==> src/rtl/regfile_arb_pkg.sv <==
// Shared widths, the hold-buffer entry layout and the register-zero constant
// used by the register-file writeback arbiter.
package regfile_arb_pkg;

    localparam int DATA_W   = 32;
    localparam int ADDR_W   = 5;
    localparam int REG_ZERO = 0;

    typedef struct packed {
        logic [ADDR_W-1:0] num;
        logic [DATA_W-1:0] data;
    } wb_entry_t;

endpackage

==> src/rtl/wb_hold_buf.sv <==
// One-entry writeback hold buffer: a full flag plus the captured {num, data}.
// A load wins over a clear so a granted buffer can refill at its drain edge.
module wb_hold_buf
    import regfile_arb_pkg::*;
#(
    parameter int ENTRY_W = $bits(wb_entry_t)
) (
    input  logic               clk,
    input  logic               reset,
    input  logic               load,
    input  logic               clear,
    input  logic [ENTRY_W-1:0] loadEntry,
    output logic               full,
    output logic [ENTRY_W-1:0] entry
);

    logic               fullReg;
    logic [ENTRY_W-1:0] entryReg;

    always_ff @(posedge clk) begin
        if (reset) begin
            fullReg  <= 1'b0;
            entryReg <= '0;
        end else begin
            if (load) begin
                fullReg  <= 1'b1;
                entryReg <= loadEntry;
            end else if (clear) begin
                fullReg  <= 1'b0;
            end
        end
    end

    assign full  = fullReg;
    assign entry = entryReg;

endmodule

==> src/rtl/regfile_wb_arbiter.sv <==
// Shares the register file's single write port between the ALU and load
// writeback paths. Define RFARB_BYPASS_EN to forward pending writes to reads.
module regfile_wb_arbiter
    import regfile_arb_pkg::*;
#(
    parameter int DATA_W = regfile_arb_pkg::DATA_W,
    parameter int ADDR_W = regfile_arb_pkg::ADDR_W
) (
    input  logic              clk,
    input  logic              reset,

    input  logic              req0_valid,
    output logic              req0_ready,
    input  logic [ADDR_W-1:0] req0_num,
    input  logic [DATA_W-1:0] req0_data,

    input  logic              req1_valid,
    output logic              req1_ready,
    input  logic [ADDR_W-1:0] req1_num,
    input  logic [DATA_W-1:0] req1_data,

    output logic              rf_regWrite,
    output logic [ADDR_W-1:0] rf_writeRegnum,
    output logic [DATA_W-1:0] rf_writeData,

    input  logic [ADDR_W-1:0] rd1_num,
    input  logic [ADDR_W-1:0] rd2_num,
    input  logic [DATA_W-1:0] rf_rdata1,
    input  logic [DATA_W-1:0] rf_rdata2,
    output logic [DATA_W-1:0] rdata1,
    output logic [DATA_W-1:0] rdata2,

    output logic              busy
);

    localparam int ENTRY_W = ADDR_W + DATA_W;

    logic [1:0]         reqValid;
    logic [1:0]         reqReady;
    logic [1:0]         accept;
    logic [1:0]         load;
    logic [1:0]         full;
    logic [1:0]         grant;
    logic [ADDR_W-1:0]  reqNum  [2];
    logic [DATA_W-1:0]  reqData [2];
    logic [ENTRY_W-1:0] bufEntry [2];
    logic [ADDR_W-1:0]  bufNum  [2];
    logic [DATA_W-1:0]  bufData [2];

    logic               rrReg;
    logic               olderReg;     // 1: buffer 1 holds the older entry
    logic               sameDest;

    logic [ADDR_W-1:0]  rdNum    [2];
    logic [DATA_W-1:0]  rfRdata  [2];
    logic [DATA_W-1:0]  rdataOut [2];

    assign reqValid   = {req1_valid, req0_valid};
    assign reqNum[0]  = req0_num;
    assign reqNum[1]  = req1_num;
    assign reqData[0] = req0_data;
    assign reqData[1] = req1_data;

    genvar gi;
    generate
        for (gi = 0; gi < 2; gi++) begin : g_buf
            assign reqReady[gi] = ~reset & (~full[gi] | grant[gi]);
            assign accept[gi]   = reqValid[gi] & reqReady[gi];
            // Writes to r0 complete the handshake but are dropped here.
            assign load[gi]     = accept[gi] & (reqNum[gi] != ADDR_W'(REG_ZERO));

            wb_hold_buf #(
                .ENTRY_W (ENTRY_W)
            ) u_hold_buf (
                .clk       (clk),
                .reset     (reset),
                .load      (load[gi]),
                .clear     (grant[gi]),
                .loadEntry ({reqNum[gi], reqData[gi]}),
                .full      (full[gi]),
                .entry     (bufEntry[gi])
            );

            assign bufNum[gi]  = bufEntry[gi][ENTRY_W-1 -: ADDR_W];
            assign bufData[gi] = bufEntry[gi][DATA_W-1:0];
        end
    endgenerate

    assign req0_ready = reqReady[0];
    assign req1_ready = reqReady[1];

    assign sameDest = full[0] & full[1] & (bufNum[0] == bufNum[1]);

    always_comb begin
        grant = 2'b00;
        if (!reset) begin
            if (full == 2'b11) begin
                if (sameDest) begin
                    grant = olderReg ? 2'b10 : 2'b01;
                end else begin
                    grant = rrReg ? 2'b10 : 2'b01;
                end
            end else begin
                grant = full;
            end
        end
    end

    // A freshly loaded entry is always the younger one, including a refill
    // of the buffer being drained at the same edge.
    always_ff @(posedge clk) begin
        if (reset) begin
            rrReg    <= 1'b0;
            olderReg <= 1'b0;
        end else begin
            if ((grant != 2'b00) && !sameDest) begin
                rrReg <= grant[0];
            end
            if (load[0] && !load[1]) begin
                olderReg <= 1'b1;
            end else if (load[1]) begin
                olderReg <= 1'b0;
            end
        end
    end

    always_comb begin
        rf_regWrite    = |grant;
        rf_writeRegnum = '0;
        rf_writeData   = '0;
        if (grant[1]) begin
            rf_writeRegnum = bufNum[1];
            rf_writeData   = bufData[1];
        end else if (grant[0]) begin
            rf_writeRegnum = bufNum[0];
            rf_writeData   = bufData[0];
        end
    end

    assign busy = ~reset & (|full);

    assign rdNum[0]   = rd1_num;
    assign rdNum[1]   = rd2_num;
    assign rfRdata[0] = rf_rdata1;
    assign rfRdata[1] = rf_rdata2;

    generate
        for (gi = 0; gi < 2; gi++) begin : g_read
`ifdef RFARB_BYPASS_EN
            logic [1:0]        hit;
            logic [DATA_W-1:0] fwd;

            always_comb begin
                hit[0] = full[0] && (bufNum[0] == rdNum[gi]) && (rdNum[gi] != ADDR_W'(REG_ZERO));
                hit[1] = full[1] && (bufNum[1] == rdNum[gi]) && (rdNum[gi] != ADDR_W'(REG_ZERO));
                fwd    = rfRdata[gi];
                if (hit == 2'b11) begin
                    fwd = olderReg ? bufData[0] : bufData[1];
                end else if (hit[0]) begin
                    fwd = bufData[0];
                end else if (hit[1]) begin
                    fwd = bufData[1];
                end
            end

            assign rdataOut[gi] = fwd;
`else
            assign rdataOut[gi] = rfRdata[gi];
`endif
        end
    endgenerate

`ifndef RFARB_BYPASS_EN
    logic unusedReadNums;
    assign unusedReadNums = ^{rdNum[0], rdNum[1]};
`endif

    assign rdata1 = rdataOut[0];
    assign rdata2 = rdataOut[1];

endmodule

==> config.mk <==
export PLATFORM = sky130hd
export DESIGN_NAME = regfile_wb_arbiter
export DESIGN_NICKNAME = d
export VERILOG_FILES = /design/src/rtl/regfile_arb_pkg.sv /design/src/rtl/wb_hold_buf.sv /design/src/rtl/regfile_wb_arbiter.sv
export SDC_FILE = /design/constraint.sdc
export NUM_CORES = 1
export LEC_CHECK = 0
export ABC_AREA = 1
export CORE_UTILIZATION = 30
export CTS_BUF_LIST = sky130_fd_sc_hd__clkbuf_4
export DETAILED_ROUTE_END_ITERATION = 6
export MAX_ROUTING_LAYER = met4
export PLACE_DENSITY = 0.77
export SLEW_MARGIN = 25
export SYNTH_ARGS = -nofsm -noshare
export SYNTH_HDL_FRONTEND = slang
export SYNTH_HIERARCHICAL = 1
export SYNTH_SLANG_ARGS = --single-unit
==> constraint.sdc <==
create_clock -name clk -period 3.2 [get_ports clk]
set_clock_uncertainty 0.1 [all_clocks]
set_input_delay 0.64 -clock clk [delete_from_list [all_inputs] [get_ports clk]]
set_output_delay 0.64 -clock clk [all_outputs]
set_load 0.01 [all_outputs]
==> impl_metrics.toml <==
[status]
outcome = "finished, final reports clean"

[synthesis]
synth_warnings = 6
syn_area_per_cell_um2 = 7.15
synth_common_cells = "nor2_1 (137), o21ai_0 (94), dfxtp_1 (78)"
yosys.area.top_type = "dfxtp_1"
synth_nets = 742
yosysUniqueCellTypes = 26
netlist_area_um2 = 4220
synth_seq_cells = 78
synth_most_common_cell = "nor2_1"
ys_seq_area_share_pct = 37.0
ys.flop_type = "dfxtp_1"
synthCells = 590
synth_edf_count = 0
async_flop_share_pct = 0
synth_top_area_share_pct = 37.0
ys_top_cells_by_area = "dfxtp_1 (37%), nor2_1 (12%), buf_4 (11%), o21ai_0 (11%), nand3_1 (5.1%)"

[setup_path]
critPathMaxFanout = 15
r2r_end = "g_buf[1].u_hold_buf/entry[32]"
worst_setup_path_end_kind = "primary output"
reg2regPathDepth = 17
arrival_ns = 2.27
worst_setup_path_start_kind = "flop"
reg2reg_from = "g_buf[0].u_hold_buf/entry[34]"
critPathKind = "flop to primary output"
crit_required_ns = 2.46
critPathLaunch = "g_buf[0].u_hold_buf/entry[32]"
r2r_slack_ns = 0.66

[hold_path]
hp-start = "g_buf[1].u_hold_buf/full"
whs_path_depth = 2
holdPathEnd = "g_buf[1].u_hold_buf/full"
hp-class = "flop to flop"

[final_layout]
finish.utilization_pct = 38.0
diodes = 0
post_layout_nonfiller_instances = 821
drive_gt1_share_pct = 15.3
num-nets-final = 792
fin_area_um2 = 5140
syn_to_final_growth_pct = 21.7

[routing]
vias = 3754
wire_per_inst_um = 14.3
vias_per_cell = 4.57
dr.pass1.iters = 4
drc = 0
wl_um = 11700
ant_nets = 0
drt-initial-drc-count = 217

[grt]
grt_start_max_net_pins = 39
grt.overflow.total = 0
antenna_found_initial = 0
grt_pass1_wl_um = 18600
grt_util_met3_pct = 4.58
met1_usage_pct = 19.1
grt_busiest_layer = "met2"
grt_pass1_vias = 3684
grtUsageMet2_pct = 26.5
grt_usage_pct = 17.3

[floorplan]
ios = 257
core_um2 = 13500
fp-row-count = 42
initial_core_util_pct = 31.2
die_width_um = 121
dieArea_um2 = 14500
die_h_um = 121

[timing]
worst_pin_slew_ns = 0.632
finalHoldViolCount = 0
timing.fmax_ghz = 0.332
slew_headroom_pct = 57.8
drv_slew = 0
fin_crit_sh_pct = 94.0
setup_viol = 0
fin_crit_ns = 3.01
setup_tns_ns = 0

[flow_run]
cap_violations = 0

[placed_design]
dp_hpwl_um = 7680
postPlaceCellArea_um2 = 5000
io_buffers = 118
place_inst = 798
globalplace.congestion = 0.810

[power_and_ir_drop]
power_density_nw_per_um2 = 387
vdd_ir_drop_max_uv = 196
cellLeakagePower_nw = 2.16

[clock_network]
h-tree-depth = 3
cts_tree = "yes"
clk_pin_slew_ns = 0.12
clock_latency_ns = 0.45
clk_path_buf_depth = 2
cts_sinks = 78
cts_inserted_buffers = 9
cts-root-buf = "clkbuf_4"
final cells by class:
cell class              count  area (µm²)
clock inverters             6        28.8
clock buffers              10        75.1
flip-flops and latches     78        1570
fillers                  1428        8370
repair buffers            136        1300
inverters                  60         230
multi-input cells         355        1710
well taps                 176         220
placed cells by master (no fill, tap or decap), types with 2 or more instances in the layout:
| cell type | count |
|---|---|
| a21oi_1 | 4 |
| a21oi_2 | 3 |
| buf_12 | 4 |
| buf_4 | 13 |
| clkbuf_2 | 12 |
| clkbuf_4 | 10 |
| clkdlybuf4s15_1 | 16 |
| clkdlybuf4s50_1 | 80 |
| clkinv_1 | 4 |
| clkinv_2 | 2 |
| dfxtp_1 | 71 |
| dfxtp_2 | 6 |
| dlygate4sd2_1 | 10 |
| inv_1 | 55 |
| inv_2 | 2 |
| inv_4 | 2 |
| nand2_1 | 25 |
| nand2_2 | 3 |
| nand3_1 | 43 |
| nor2_1 | 135 |
| nor2_2 | 22 |
| nor2_4 | 3 |
| o21ai_0 | 87 |
| o21ai_1 | 15 |
| o21ai_2 | 11 |
cells by family (layout without fill, tap and decap cells):
logic type	Yosys count	after routing	synth area share (%)
AND/OR/NAND/NOR	235	235	24.3
AO/OA/AOI/OAI	120	120	15.4
buffers and inverters	157	212	23.3
flip-flops	78	78	37.0
registers in the layout, summed over array words and instances (netlist names):
signal and cells:
olderReg 1, g_buf.u_hold_buf/full 2, rrReg 1, g_buf.u_hold_buf/entry 74
power by group:
| part | switching, mW | total, mW | leakage, nW | internal, mW |
|---|---|---|---|---|
| registers | 0.0365 | 1.08 | 0.646 | 1.04 |
| logic | 0.204 | 0.399 | 1.45 | 0.195 |
| clock network | 0.353 | 0.511 | 0.0587 | 0.158 |
worst max-delay path by stage:
stage                                    to  cells past startpoint
after floorplan            rf_writeData[25]                      9
after global placement     rf_writeData[29]                      6
after detailed placement   rf_writeData[29]                      6
after CTS                        req1_ready                     13
after global routing             req1_ready                     15
final                     rf_writeRegnum[1]                     10
per-stage QoR:
stage               hold slack [ns]  total power, mW  setup slack (ns)
finish                        0.404             1.99             0.191
detailed placement            0.382             1.48             0.123
floorplan                     0.363             1.38              1.00
global placement              0.375             1.47             0.147
CTS                           0.411             2.02            0.0386
global route                  0.425             2.12           -0.0178
metal layers:
layer	share of wire (%)	vias to the layer above
li1	-	1897
met1	43	1670
met2	45	118
met3	6.2	69
met4	6.0	0
met5	0	-
timing repair:
item / 4_1_cts / 5_1_grt
resized for setup: 44 / 59
buffers inserted: 6 / 1
setup endpoints to repair: 37 / 39
hold buffers: 0 / 0
pin swaps: 2 / 3
cloned: 0 / 0
worst max-delay path: stages, from the launching register on:
cell           delay [ns]
dfxtp_1              0.37
inv_1                0.06
nand2_1              0.05
nand3_1              0.13
nor2_2               0.15
nand3_1              0.13
nand3_4              0.15
nand3_2              0.13
buf_6                0.18
o21ai_0              0.17
dlygate4sd2_1        0.29
No activity file was read; power rests on OpenSTA's default activity.
==> RTL edit 1 (same settings) <==
Build with the macro `RFARB_BYPASS_EN` defined.
--- a/src/rtl/regfile_wb_arbiter.sv
+++ b/src/rtl/regfile_wb_arbiter.sv
@@ -1,5 +1,7 @@
 // Shares the register file's single write port between the ALU and load
 // writeback paths. Define RFARB_BYPASS_EN to forward pending writes to reads.
+`define RFARB_BYPASS_EN
+
 module regfile_wb_arbiter
     import regfile_arb_pkg::*;
 #(
Behaviour: not the same (Yosys sat finds a counterexample within 4 cycles, from zero or initial values and one cycle with reset high).
==> RTL edit 1 against the unedited design <==
The flow now finishes with violations (DRC). Sequential cell count is the same. Cell area up 100%. Total power is 34% higher. Setup slack worse by 0.12 ns. Critical path depth increased by 3. Routed wire length grew to 2.9 times the old value. Synthesized area up 59%. Critical endpoint is now rf_writeData[28]. Largest cell class unchanged.
==> RTL edit 1: results (changes against the unedited design) <==
status - complete, but fails checks
failing checks - DRC
Final HPWL DP - 22080 um (+190%)
post-synthesis xor/xnor area fraction - 1.543% (+1.5 points)
first-pass GRT wire length - 49800 um (+170%)
hold slack - 0.4153 ns (+0.01151 ns)
Residual DRC - 7 (+7)
FF-to-FF path depth - 13 (-4)
initial antenna violation count - 1 (+1)
GRT Total Usage - 29.71% (+12 points)
routability cong. - 0.9245 (+14%)
via count - 9601 (+160%)
leakage - 4.922 nW (+130%)
syn_nets - 1350 (+82%)
Compound-Gate Fraction of Synth Area - 14.24% (-1.1 points)
post-route ant nets - 0 (unchanged)
FF-to-FF Start - g_buf[1].u_hold_buf/full
placed cell count - 1694 (+110%)
DR WL/cell - 19.23 um (+34%)
Mapped Cells - 1198 (+100%)
Synth top cells by count - nand2_1 (365), nand3_1 (175), o21ai_0 (171), nor2_1 (141), dfxtp_1 (78)
layout cell share with drive strength beyond 1 - 19.62% (+4.3 points)
DRT iter0 DRCs - 889 (+310%)
mux share of post-synthesis cell area - 0% (unchanged)
flop2flop setup slack - 0.77 ns (+0.11 ns)
non-filler instance count after layout - 1759 (+110%)
Synth area leaders - dfxtp_1 (23%), nand2_1 (20%), nand3_1 (13%)
number of global-route vias before repair - 8971 (+140%)
min-delay src - rrReg
Nets - 1626 (+110%)
peak supply drop - 0.1440 mV (-26%)
r2r endpoint - g_buf[1].u_hold_buf/entry[1]
synth unique cells - 37 (+42%)
Worst Hold End - rrReg
critical path fanouts, max - 6 (-9)
Pre-antenna DRT Iters - 7 (+3)
Worst-path clk slew - 0.14 ns (+0.02 ns)
Max-slew headroom - 61.63% (+3.8 points)
largest net degree at the start of global routing - 45 (+15%)
Clk Latency, worst-skew pair - 0.47 ns (+0.02 ns)
PortBufs - 256 (+120%)
Placed Instance Area - 9771 um2 (+96%)
## RTL edit 1: cell types whose count changed after synthesis, sizes merged, moves of 4 or more
cell / change
nand2: +338
nand3: +132
o21ai: +60
nand4: +41
buf: -36
clkbuf: +33
inv: +8
nor2: +7
xor2: +7
xnor2: +4
## RTL edit 1: routing by layer
layer	up-vias	track usage, %	share of wire, %
met5	-	-	0
met4	0	15.74	4.4
met3	140	3.234	10
met2	696	47.20	46
met1	4302	36.95	40
li1	4463	-	-
## RTL edit 1: cell type report
type	instances	area, um2
timing repair buffer	359	3503
clock buffer	12	90.09
tap	280	350.3
fill	2271	11490
antenna	1	2.502
multi-input combinational	957	4567
clock inverter	3	12.51
sequential	78	1602
inverter	69	269.0
## RTL edit 1: worst max-delay path: stages, from the launching register on
cell	delay, ns
dfxtp_4	0.41
inv_2	0.04
nand2_1	0.05
o21ai_1	0.09
nor2_4	0.18
nand3_4	0.10
nand2_2	0.09
nand3_4	0.11
o21ai_4	0.13
buf_12	0.16
buf_6	0.13
nand3_1	0.06
nand2_1	0.09
dlygate4sd2_1	0.28
## RTL edit 1: repair_timing
item	4_1_cts	5_1_grt
setup buffers	33	14
gates resized for setup	255	168
cloned	7	0
pin swaps	16	19
hold buffers	0	0
hold endpoints to repair	0	0
setup endpoints to repair	102	102
## RTL edit 1: cells by family after synthesis
group,count (synthesis)
flip-flops,78
AND/OR/NAND/NOR,759
XOR/XNOR,11
buffers and inverters,163
AO/OA/AOI/OAI,187
## RTL edit 1: power breakdown
group          switching [mW]  internal [mW]  total (mW)
combinational           0.538          0.448       0.986
clock                   0.375          0.176       0.552
sequential             0.0805           1.04        1.12
total                   0.994           1.66        2.66
## RTL edit 1: how the worst max path moves through the flow
| stage | from | to | cells past startpoint |
|---|---|---|---|
| final | g_buf[0].u_hold_buf/entry[33] | rf_writeData[28] | 13 |
| after floorplan | rd1_num[1] | rdata1[10] | 9 |
| after CTS | g_buf[0].u_hold_buf/entry[32] | rf_writeData[29] | 10 |
| after global routing | g_buf[1].u_hold_buf/entry[36] | rdata2[26] | 13 |
| after detailed placement | rd1_num[3] | rdata1[0] | 11 |
| after global placement | rd2_num[3] | rdata2[0] | 11 |
## RTL edit 1: through the flow
stage	total power, mW	setup slack, ns	setup TNS, ns	utilization [%]
after floorplan	1.551	0.7153	0	-
after global placement	2.057	-0.5281	-30.76	44.63
after detailed placement	2.066	-0.5957	-32.97	44.63
after CTS	2.626	-0.2064	-0.9815	47.50
after global routing	2.797	-0.05158	-0.6487	47.49
final	2.655	0.06844	0	47.49
==> RTL edit 2 (same settings) <==
Without the edit above. Reset style: asynchronous (`reset`), changed in 2 clocked blocks.
--- a/src/rtl/wb_hold_buf.sv
+++ b/src/rtl/wb_hold_buf.sv
@@ -17,7 +17,7 @@
     logic               fullReg;
     logic [ENTRY_W-1:0] entryReg;
 
-    always_ff @(posedge clk) begin
+    always_ff @(posedge clk or posedge reset) begin
         if (reset) begin
             fullReg  <= 1'b0;
             entryReg <= '0;
--- a/src/rtl/regfile_wb_arbiter.sv
+++ b/src/rtl/regfile_wb_arbiter.sv
@@ -108,7 +108,7 @@
 
     // A freshly loaded entry is always the younger one, including a refill
     // of the buffer being drained at the same edge.
-    always_ff @(posedge clk) begin
+    always_ff @(posedge clk or posedge reset) begin
         if (reset) begin
             rrReg    <= 1'b0;
             olderReg <= 1'b0;
Function: no difference found for any inputs over 10 cycles, from zero or initial values and one cycle with reset high; that may be too few to reach the edited logic, so the function may still have changed.
==> RTL edit 2 against the unedited design <==
The run now ends with setup timing left. Non-clock buffer count grew 32. Cell area grew 15%. Synthesized area grew 5.6%. Critical path depth grew 6. First-iteration DRC count shrank 37%. Sequential cell count is the same. Setup slack lost 0.20 ns. Fmax shrank 6.4%. Routed wire length grew 5.9%. Core utilization grew 2.5 points.
Power is not compared: it rests on default switching activity, and its combinational part moved more than twofold at a synthesized area within 25%.
==> RTL edit 2: results (changes against the unedited design) <==
critical path's top delay family - buffers and inverters
GRT met1 Usage - 20.72% (+1.6 points)
met2 WL - 5944 um (+13%)
number of global-route vias before repair - 3788 (+2.8%)
placed cell count - 810 (+1.5%)
Main synth FF type - dfrtp_1
FF-to-FF path depth - 15 (-2)
FF-to-FF Start - g_buf[0].u_hold_buf/entry[34]
first-pass GRT wire length - 19090 um (+2.6%)
routability cong. - 0.8066 (-0.43%)
CP max stage cell - dfrtp_1
GRT Total Usage - 17.42% (+0.079 points)
layout cell share with drive strength beyond 1 - 26.14% (+11 points)
CP peak stage delay - 0.43 ns (+0.06 ns)
failing checks - setup timing
Synth top cells by count - nand2_1 (313), dfrtp_1 (78), buf_4 (67), nand3_1 (31), inv_1 (24)
critical path fanouts, max - 5 (-10)
WL final - 12440 um (+5.9%)
met2 Use GR - 27.78% (+1.2 points)
Compound-Gate Fraction of Synth Area - 1.039% (-14 points)
TNS Setup - -0.03614 ns (-0.03614 ns)
Mapped Cells - 585 (-0.85%)
status - complete, but fails checks
Placement Setup Slack - 0.1673 ns (+0.04401 ns)
Worst Hold End - g_buf[0].u_hold_buf/entry[12]
synth unique cells - 23 (-12%)
DR WL/cell - 14.44 um (+0.99%)
Synth area leaders - dfrtp_1 (44%), nand2_1 (26%), buf_4 (11%)
met3 WL post-DR - 732 um (+0.55%)
hold slack - 0.3833 ns (-0.02043 ns)
leakage - 3.174 nW
worst-margin pin slew - 0.9029 ns (+0.2707 ns)
Post-synth ARST share - 100.0% (+100 points)
post-route total power - 4.865 mW
crit path DAT - 2.47 ns (+0.20 ns)
met3 Use GR - 3.846% (-0.73 points)
DR vias/cell - 4.455 (-2.6%)
Nets - 824 (+4.0%)
Worst Setup Slack, final - -0.01415 ns (-0.2048 ns)
fill count - 1483 (+3.9%)
flop2flop setup slack - 0.79 ns (+0.13 ns)
M1 WL - 5412 um (+6.7%)
final setup violation count - 4 (+4)
Placed Instance Area - 5270 um2 (+5.5%)
syn_nets - 737 (-0.67%)
sequential area share after synthesis - 43.80% (+6.8 points)
min-delay src - g_buf[0].u_hold_buf/entry[12]
[RTL edit 2: cell count changes after synthesis, moves of 32 or more]
cell	unedited run	this run
dfrtp_1	0	78
dfxtp_1	78	0
inv_1	56	24
nand2_1	27	313
nor2_1	137	7
o21ai_0	94	2
[RTL edit 2: timing repair]
| action | CTS | global route |
|---|---|---|
| setup buffers | 18 | 14 |
| hold endpoints to repair | 0 | 0 |
| resized for setup | 99 | 133 |
| pin swaps | 4 | 16 |
| gates cloned | 4 | 2 |
| setup endpoints to repair | 38 | 39 |
[RTL edit 2: layout make-up]
type | instances | area, um2 | area share, %
clock buffer | 15 | 112.6 | 1.910
sequential | 78 | 1954 | 33.14
multi-input combinational | 386 | 1803 | 30.57
clock inverter | 1 | 30.03 | 0.5092
inverter | 29 | 108.9 | 1.846
timing repair buffer | 168 | 1658 | 28.11
tap | 184 | 230.2 | 3.904
